**config.mk**
```make
export PLATFORM = sky130hd
export DESIGN_NAME = countdown_display_flat
export DESIGN_NICKNAME = d
export VERILOG_FILES = /design/src/rtl/countdown_display_if.sv /design/src/rtl/countdown_display.sv /design/src/flat_wrapper.sv
export SDC_FILE = /design/constraint.sdc
export NUM_CORES = 1
export LEC_CHECK = 0
export CORE_MARGIN = 4
export CORE_UTILIZATION = 38
export DETAILED_ROUTE_END_ITERATION = 10
export GPL_TIMING_DRIVEN = 0
export PLACE_DENSITY = 0.54
export REMOVE_ABC_BUFFERS = 1
export SETUP_SLACK_MARGIN = 0.1
export SLEW_MARGIN = 10
export SYNTH_ARGS = -nofsm -noshare
export SYNTH_HDL_FRONTEND = slang
export SYNTH_SLANG_ARGS = --single-unit
```
**constraint.sdc**
```tcl
create_clock -name clock -period 4.8 [get_ports clock]
set_clock_uncertainty 0.05 [all_clocks]
set_input_delay 0.96 -clock clock [delete_from_list [all_inputs] [get_ports clock]]
set_output_delay 0.96 -clock clock [all_outputs]
set_load 0.02 [all_outputs]
```
**src/rtl/countdown_display_if.sv**
```systemverilog
// Sample request, snapshot inputs and BCD readout between the interval counter and the display.
interface countdown_display_if #(
  parameter int INT_W = 16,
  parameter int CNT_W = 21
);
  logic             start;
  logic [CNT_W-1:0] count_in;
  logic [INT_W-1:0] interval;
  logic             warn;
  logic             busy;
  logic             done;
  logic [19:0]      min_bcd;
  logic [7:0]       sec_bcd;
  logic             blank;

  modport master (
    output start, count_in, interval, warn,
    input  busy, done, min_bcd, sec_bcd, blank
  );

  modport slave (
    input  start, count_in, interval, warn,
    output busy, done, min_bcd, sec_bcd, blank
  );
endinterface

```
**src/rtl/countdown_display.sv**
```systemverilog
// Remaining-time MM:SS readout: (interval*60 - count) / 60, both fields to packed BCD.
// Done pulses 2+REM_W+INT_W cycles after an accepted start; starts while busy are dropped.
module countdown_display #(
  parameter int INT_W = 16,
  parameter int CNT_W = 21
) (
  input  logic                clock,
  input  logic                reset,
  countdown_display_if.slave  bus
);
  localparam int REM_W  = CNT_W + 1;
  localparam int STEP_W = $clog2(REM_W + 1);

  typedef enum logic [2:0] {IDLE, SUB, DIV, BCD, OUT} state_t;

  state_t state, state_nxt;

  logic [CNT_W-1:0]  snap_cnt;
  logic [INT_W-1:0]  snap_int;
  logic              snap_warn;
  logic [REM_W-1:0]  dvd;
  logic [5:0]        prem;
  logic [STEP_W-1:0] step;
  logic [19:0]       min_sh;
  logic [7:0]        sec_sh;
  logic [19:0]       min_bcd_q;
  logic [7:0]        sec_bcd_q;
  logic              blank_q;
  logic              done_q;
  logic              busy_c;

  logic [REM_W-1:0]  tgt;
  logic [REM_W-1:0]  cnt_ext;
  logic [REM_W-1:0]  remaining;
  logic [6:0]        trial;
  logic [6:0]        trial_sub;
  logic              q_bit;
  logic [19:0]       min_adj;
  logic [7:0]        sec_adj;
  logic              div_last;
  logic              bcd_last;

  function automatic logic [19:0] dab5(input logic [19:0] v);
    logic [19:0] r;
    r = v;
    for (int i = 0; i < 5; i++)
      if (r[4*i +: 4] >= 4'd5) r[4*i +: 4] = r[4*i +: 4] + 4'd3;
    return r;
  endfunction

  function automatic logic [7:0] dab2(input logic [7:0] v);
    logic [7:0] r;
    r = v;
    for (int i = 0; i < 2; i++)
      if (r[4*i +: 4] >= 4'd5) r[4*i +: 4] = r[4*i +: 4] + 4'd3;
    return r;
  endfunction

  always_comb begin
    tgt       = REM_W'(snap_int) * REM_W'(60);
    cnt_ext   = REM_W'(snap_cnt);
    remaining = (cnt_ext >= tgt) ? '0 : tgt - cnt_ext;
    // Partial remainder stays below 60, so doubling plus one bit fits in 7 bits.
    trial     = {prem, dvd[REM_W-1]};
    q_bit     = (trial >= 7'd60);
    trial_sub = trial - 7'd60;
    min_adj   = dab5(min_sh);
    sec_adj   = dab2(sec_sh);
    div_last  = (step == STEP_W'(REM_W - 1));
    bcd_last  = (step == STEP_W'(INT_W - 1));
  end

  always_ff @(posedge clock or posedge reset) begin
    if (reset) state <= IDLE;
    else       state <= state_nxt;
  end

  always_comb begin
    state_nxt = state;
    case (state)
      IDLE:    if (bus.start) state_nxt = SUB;
      SUB:     state_nxt = DIV;
      DIV:     if (div_last) state_nxt = BCD;
      BCD:     if (bcd_last) state_nxt = OUT;
      OUT:     state_nxt = IDLE;
      default: state_nxt = IDLE;
    endcase
  end

  always_comb begin
    busy_c = (state != IDLE);
  end

  always_ff @(posedge clock or posedge reset) begin
    if (reset) begin
      snap_cnt  <= '0;
      snap_int  <= '0;
      snap_warn <= 1'b0;
      dvd       <= '0;
      prem      <= '0;
      step      <= '0;
      min_sh    <= '0;
      sec_sh    <= '0;
      min_bcd_q <= '0;
      sec_bcd_q <= '0;
      blank_q   <= 1'b0;
      done_q    <= 1'b0;
    end else begin
      done_q <= (state == OUT);
      case (state)
        IDLE: begin
          if (bus.start) begin
            snap_cnt  <= bus.count_in;
            snap_int  <= bus.interval;
            snap_warn <= bus.warn;
          end
        end
        SUB: begin
          dvd    <= remaining;
          prem   <= '0;
          step   <= '0;
          min_sh <= '0;
          sec_sh <= '0;
        end
        DIV: begin
          // Dividend shifts out MSB first while quotient bits fill in from the bottom.
          dvd  <= {dvd[REM_W-2:0], q_bit};
          prem <= q_bit ? trial_sub[5:0] : trial[5:0];
          step <= div_last ? '0 : step + 1'b1;
        end
        BCD: begin
          min_sh <= {min_adj[18:0], dvd[INT_W-1]};
          dvd    <= {dvd[REM_W-2:0], 1'b0};
          if (step < STEP_W'(6)) begin
            sec_sh <= {sec_adj[6:0], prem[5]};
            prem   <= {prem[4:0], 1'b0};
          end
          step <= step + 1'b1;
        end
        OUT: begin
          min_bcd_q <= min_sh;
          sec_bcd_q <= sec_sh;
          blank_q   <= snap_warn ? ~blank_q : 1'b0;
        end
        default: ;
      endcase
    end
  end

  assign bus.busy    = busy_c;
  assign bus.done    = done_q;
  assign bus.min_bcd = min_bcd_q;
  assign bus.sec_bcd = sec_bcd_q;
  assign bus.blank   = blank_q;
endmodule

```
**src/flat_wrapper.sv**
```systemverilog
// flat-port wrapper written by rule: the top's interface ports become plain ports
module countdown_display_flat 
#(
  parameter int INT_W = 16,
  parameter int CNT_W = 21
)
  (clock, reset, bus_start, bus_count_in, bus_interval, bus_warn, bus_busy, bus_done, bus_min_bcd, bus_sec_bcd, bus_blank);
  countdown_display_if #(.INT_W(INT_W), .CNT_W(CNT_W)) bus_i ();
  input  logic clock;
  input  logic reset;
  input wire logic [$bits(bus_i.start)-1:0] bus_start;
  input wire logic [$bits(bus_i.count_in)-1:0] bus_count_in;
  input wire logic [$bits(bus_i.interval)-1:0] bus_interval;
  input wire logic [$bits(bus_i.warn)-1:0] bus_warn;
  output wire logic [$bits(bus_i.busy)-1:0] bus_busy;
  output wire logic [$bits(bus_i.done)-1:0] bus_done;
  output wire logic [$bits(bus_i.min_bcd)-1:0] bus_min_bcd;
  output wire logic [$bits(bus_i.sec_bcd)-1:0] bus_sec_bcd;
  output wire logic [$bits(bus_i.blank)-1:0] bus_blank;
  assign bus_i.start = bus_start;
  assign bus_i.count_in = bus_count_in;
  assign bus_i.interval = bus_interval;
  assign bus_i.warn = bus_warn;
  assign bus_busy = bus_i.busy;
  assign bus_done = bus_i.done;
  assign bus_min_bcd = bus_i.min_bcd;
  assign bus_sec_bcd = bus_i.sec_bcd;
  assign bus_blank = bus_i.blank;
  countdown_display #(.INT_W(INT_W), .CNT_W(CNT_W)) u_core (.clock(clock), .reset(reset), .bus(bus_i));
endmodule
```
==> key figures <==
Placed design
  • Port bufs: 71
  • Gpl congestion: 0.797
  • Detail Placement HPWL: 12.3 mm
  • Place WS: -1.22 ns

Setup path
  • Max incr delay on CP: about 0.6 ns
  • Data required time of the critical path: 5.05 ns
  • Crit-path most repeated cell: fa_2
  • Crit path DAT: roughly 5.3 ns
  • Crit. End Element: flip-flop
  • WS Path Type: reg2reg
  • Slowest-stage cell, CP: fa_2
  • Reg-to-Reg Start: u_core.snap_int[2]$_DFFE_PP0P_
  • Critical path buffers and inverters: 4
  • Crit path launch: u_core.snap_int[2]$_DFFE_PP0P_
  • Crit start category: flip-flop
  • Crit-path cells: buf_6 > fa_2 > fa_2 > inv_2 > fa_2 > nor2b_1 > o21a_1 > o21ai_2 > a21oi_4 > a21oi_2 > o21bai_1 > a21oi_1 > xnor2_1 > ha_2 > nand4_1 > buf_4 > nor4_4 > a2111oi_4 > buf_6 > o2bb2ai_4 > a221oi_4 > nor2_1
  • Critical path peak fanout: 6
  • Worst path top cell family by delay: adder cells

Clocking
  • Clk_lat worst skew: 0.42 ns
  • Clk buf depth: 2
  • CTS Buf Count: 17
  • TritonCTS clock tree: built
  • Sink Count: 132
  • Hold_buf cts: 0
  • H-tree depth: 4
  • Clk slew on worst S/H paths: 0.06 ns
  • CTS Root Cell: clkbuf_16

Cells and area
  • Share of layout cells above drive strength 1: 18.6%
  • Fillers: 2151
  • Area Growth Syn to Fin: 26.2%
  • Nets@finish: 1104
  • Commonest non-fill, non-tap cell in the layout: dfrtp_1
  • Leading cell types in the layout, fill and taps excluded: dfrtp_1 (129), nand2_1 (92), o21ai_0 (84)
  • Diode count: 0

Yosys
  • Mean Syn Cell Area: 9.69 um^2
  • Register area share after synthesis: 39.0%
  • Distinct cells, synth: 60
  • Cells after synthesis: 873
  • Async SR Flop Fraction: 100%
  • Mapped Area: 8460 um^2
  • Seq cells post-synth: 132
  • Post-synth top flop: dfrtp_1
  • EDFF count, synth: 0
  • Synth warn: 0

STA
  • Actual slew at the worst max-slew pin: 0.958 ns
  • # setup viols final: 22
  • Final WS setup: -0.248 ns
  • RSZ-0062 raised after global routing: yes
  • Rel. slew slack: 36.0%
  • Final slew viol count: 0
  • Max Fclk: ~0.20 GHz
  • Final hold viol count: 0
  • Crit share post-route: 105%
  • Fin crit period: 5.05 ns

Global route
  • Met3 GRT Util: under 10%
  • Antenna violations before repair: 0
  • Met1 Usage GRT: 19.2%
  • Grt ovf: 0
  • Total track usage: between 10% and 20%
  • Largest net degree at the start of global routing: 76
  • GRT busiest layer: met2
  • First-pass GRT wire length: about 30 mm
  • GR Util met2: around a quarter
  • Vias in the first global route: 6206

Floorplanning
  • Row count: 54
  • Die width: 157 um
  • Starting Density: 38.7%
  • Die Area: 24700 um^2
  • Core area: 21900 um^2
  • Ports: just over 70
  • Die Ht: about 160 um

Routing
  • Via count: 6384
  • # DRC: 0
  • Routed WL: 18.2 mm
  • DRT iter0 DRCs: 207
  • Avg WL per Cell: between 10 and 15 um
  • DRT antenna net count: 0
  • Drt via density: 5.04
  • Pre-antenna DRT Iters: 5

Run status
  • Failing checks: setup timing
  • Status: finished with violations

Job
  • Max Cap Viol: 0

Worst hold path
  • Hold wc startpoint: u_core.bus.sec_bcd[3]$_DFFE_PP0P_
  • Hold Path Class: reg2reg
cell type report:
cell class,count,area (um^2),area share [%]
flip-flops and latches,132,3310,31.0
inverters,95,372,3.48
well taps,280,350,3.28
repair buffers,108,1050,9.79
multi-input cells,619,5010,46.9
clock inverters,14,168,1.57
clock buffers,18,429,4.02
state kept, by name (all words and copies together), names as in the netlist, 3 cells and up:
name / count
u_core.sec_sh: 8
u_core.prem: 6
u_core.min_sh: 20
u_core.snap_cnt: 21
u_core.bus.min_bcd: 20
u_core.state: 3
u_core.snap_int: 16
u_core.dvd: 22
u_core.step: 5
u_core.bus.sec_bcd: 8
metal layers:
metal | share of wire [%] | vias up
met5 | 0 | -
met1 | 47 | 3069
met2 | 49 | 88
met4 | 0.81 | 0
li1 | - | 3214
met3 | 3.4 | 13
Yosys cell counts, drive strengths merged (4+ instances only):
| library cell | instances | area share, % |
|---|---|---|
| dfrtp | 132 | 39 |
| inv | 95 | 4.2 |
| o21ai | 93 | 5.5 |
| nand2 | 92 | 4.1 |
| nor2 | 64 | 2.9 |
| ha | 61 | 9.0 |
| a21oi | 49 | 3.0 |
| xnor2 | 33 | 3.4 |
| mux2 | 31 | 4.1 |
| fa | 29 | 6.9 |
| a221oi | 21 | 3.6 |
| clkbuf | 20 | 0.89 |
| nand3 | 13 | 0.83 |
| nand2b | 12 | 0.89 |
| nor3 | 11 | 0.65 |
| buf | 10 | 0.64 |
| xor2 | 10 | 1.0 |
| a21o | 8 | 0.71 |
| o21a | 7 | 0.62 |
| a22o | 6 | 0.62 |
| nor3b | 6 | 0.53 |
| and3 | 5 | 0.37 |
| nor2b | 5 | 0.37 |
| o211ai | 5 | 0.50 |
| a211oi | 4 | 0.35 |
| nand4 | 4 | 0.30 |
| o21bai | 4 | 0.35 |
worst reg2reg max path: stages (launching register included):
cell	delay [ns]
dfrtp_2	0.42
buf_6	0.12
fa_2	0.44
fa_2	0.60
inv_2	0.05
fa_2	0.34
nor2b_1	0.12
o21a_1	0.15
o21ai_2	0.09
a21oi_4	0.23
a21oi_2	0.11
o21bai_1	0.15
a21oi_1	0.10
xnor2_1	0.14
ha_2	0.37
nand4_1	0.14
buf_4	0.18
nor4_4	0.29
a2111oi_4	0.06
buf_6	0.19
o2bb2ai_4	0.20
a221oi_4	0.32
nor2_1	0.08
final timing paths:
| path | endpoint | slack (ns) | cells after the start |
|---|---|---|---|
| setup / recovery | u_core.dvd[21]$_DFFE_PP0P_ | -0.25 | 22 |
| hold / removal | u_core.bus.sec_bcd[3]$_DFFE_PP0P_ | 0.45 | 1 |
| setup reg to reg | u_core.dvd[21]$_DFFE_PP0P_ | -0.25 | 22 |
| hold reg to reg | u_core.bus.sec_bcd[3]$_DFFE_PP0P_ | 0.45 | 1 |
| max in group asynchronous | u_core.snap_int[2]$_DFFE_PP0P_ | 2.98 | 3 |
| min in group asynchronous | u_core.bus.min_bcd[19]$_DFFE_PP0P_ | 0.93 | 2 |
through the flow:
step / TNS (ns) / instances / hold WS [ns] / cell area (um^2) / util [%]
after global placement: -481.56 / 1194 / 0.428 / 9400 / 42.9
final: -4.07 / 1266 / 0.453 / 10700 / 48.8
after detailed placement: -23.24 / 1203 / 0.446 / 9500 / 43.4
after CTS: -6.43 / 1253 / 0.460 / 10500 / 47.8
after floorplan: -68.59 / 843 / 0.415 / 8330 / -
after global routing: -8.69 / 1266 / 0.468 / 10700 / 48.8
kinds of logic after synthesis:
logic type | after synthesis | share of synthesized area (%)
XOR/XNOR | 43 | 4.45
buffers and inverters | 125 | 5.74
AND/OR/NAND/NOR | 228 | 12.3
flip-flops | 132 | 39.0
multiplexers | 33 | 4.36
AO/OA/AOI/OAI | 222 | 18.3
adder cells (fa/ha/maj) | 90 | 15.9
what timing repair did:
action	in CTS	in global routing
endpoints found under the setup margin	22	22
setup buffers	15	14
pin swaps	25	21
resized for setup	52	27
cloned	3	0
Power is not shown: default switching activity piles up to over one toggle a cycle in this logic, so the estimate is an artifact.
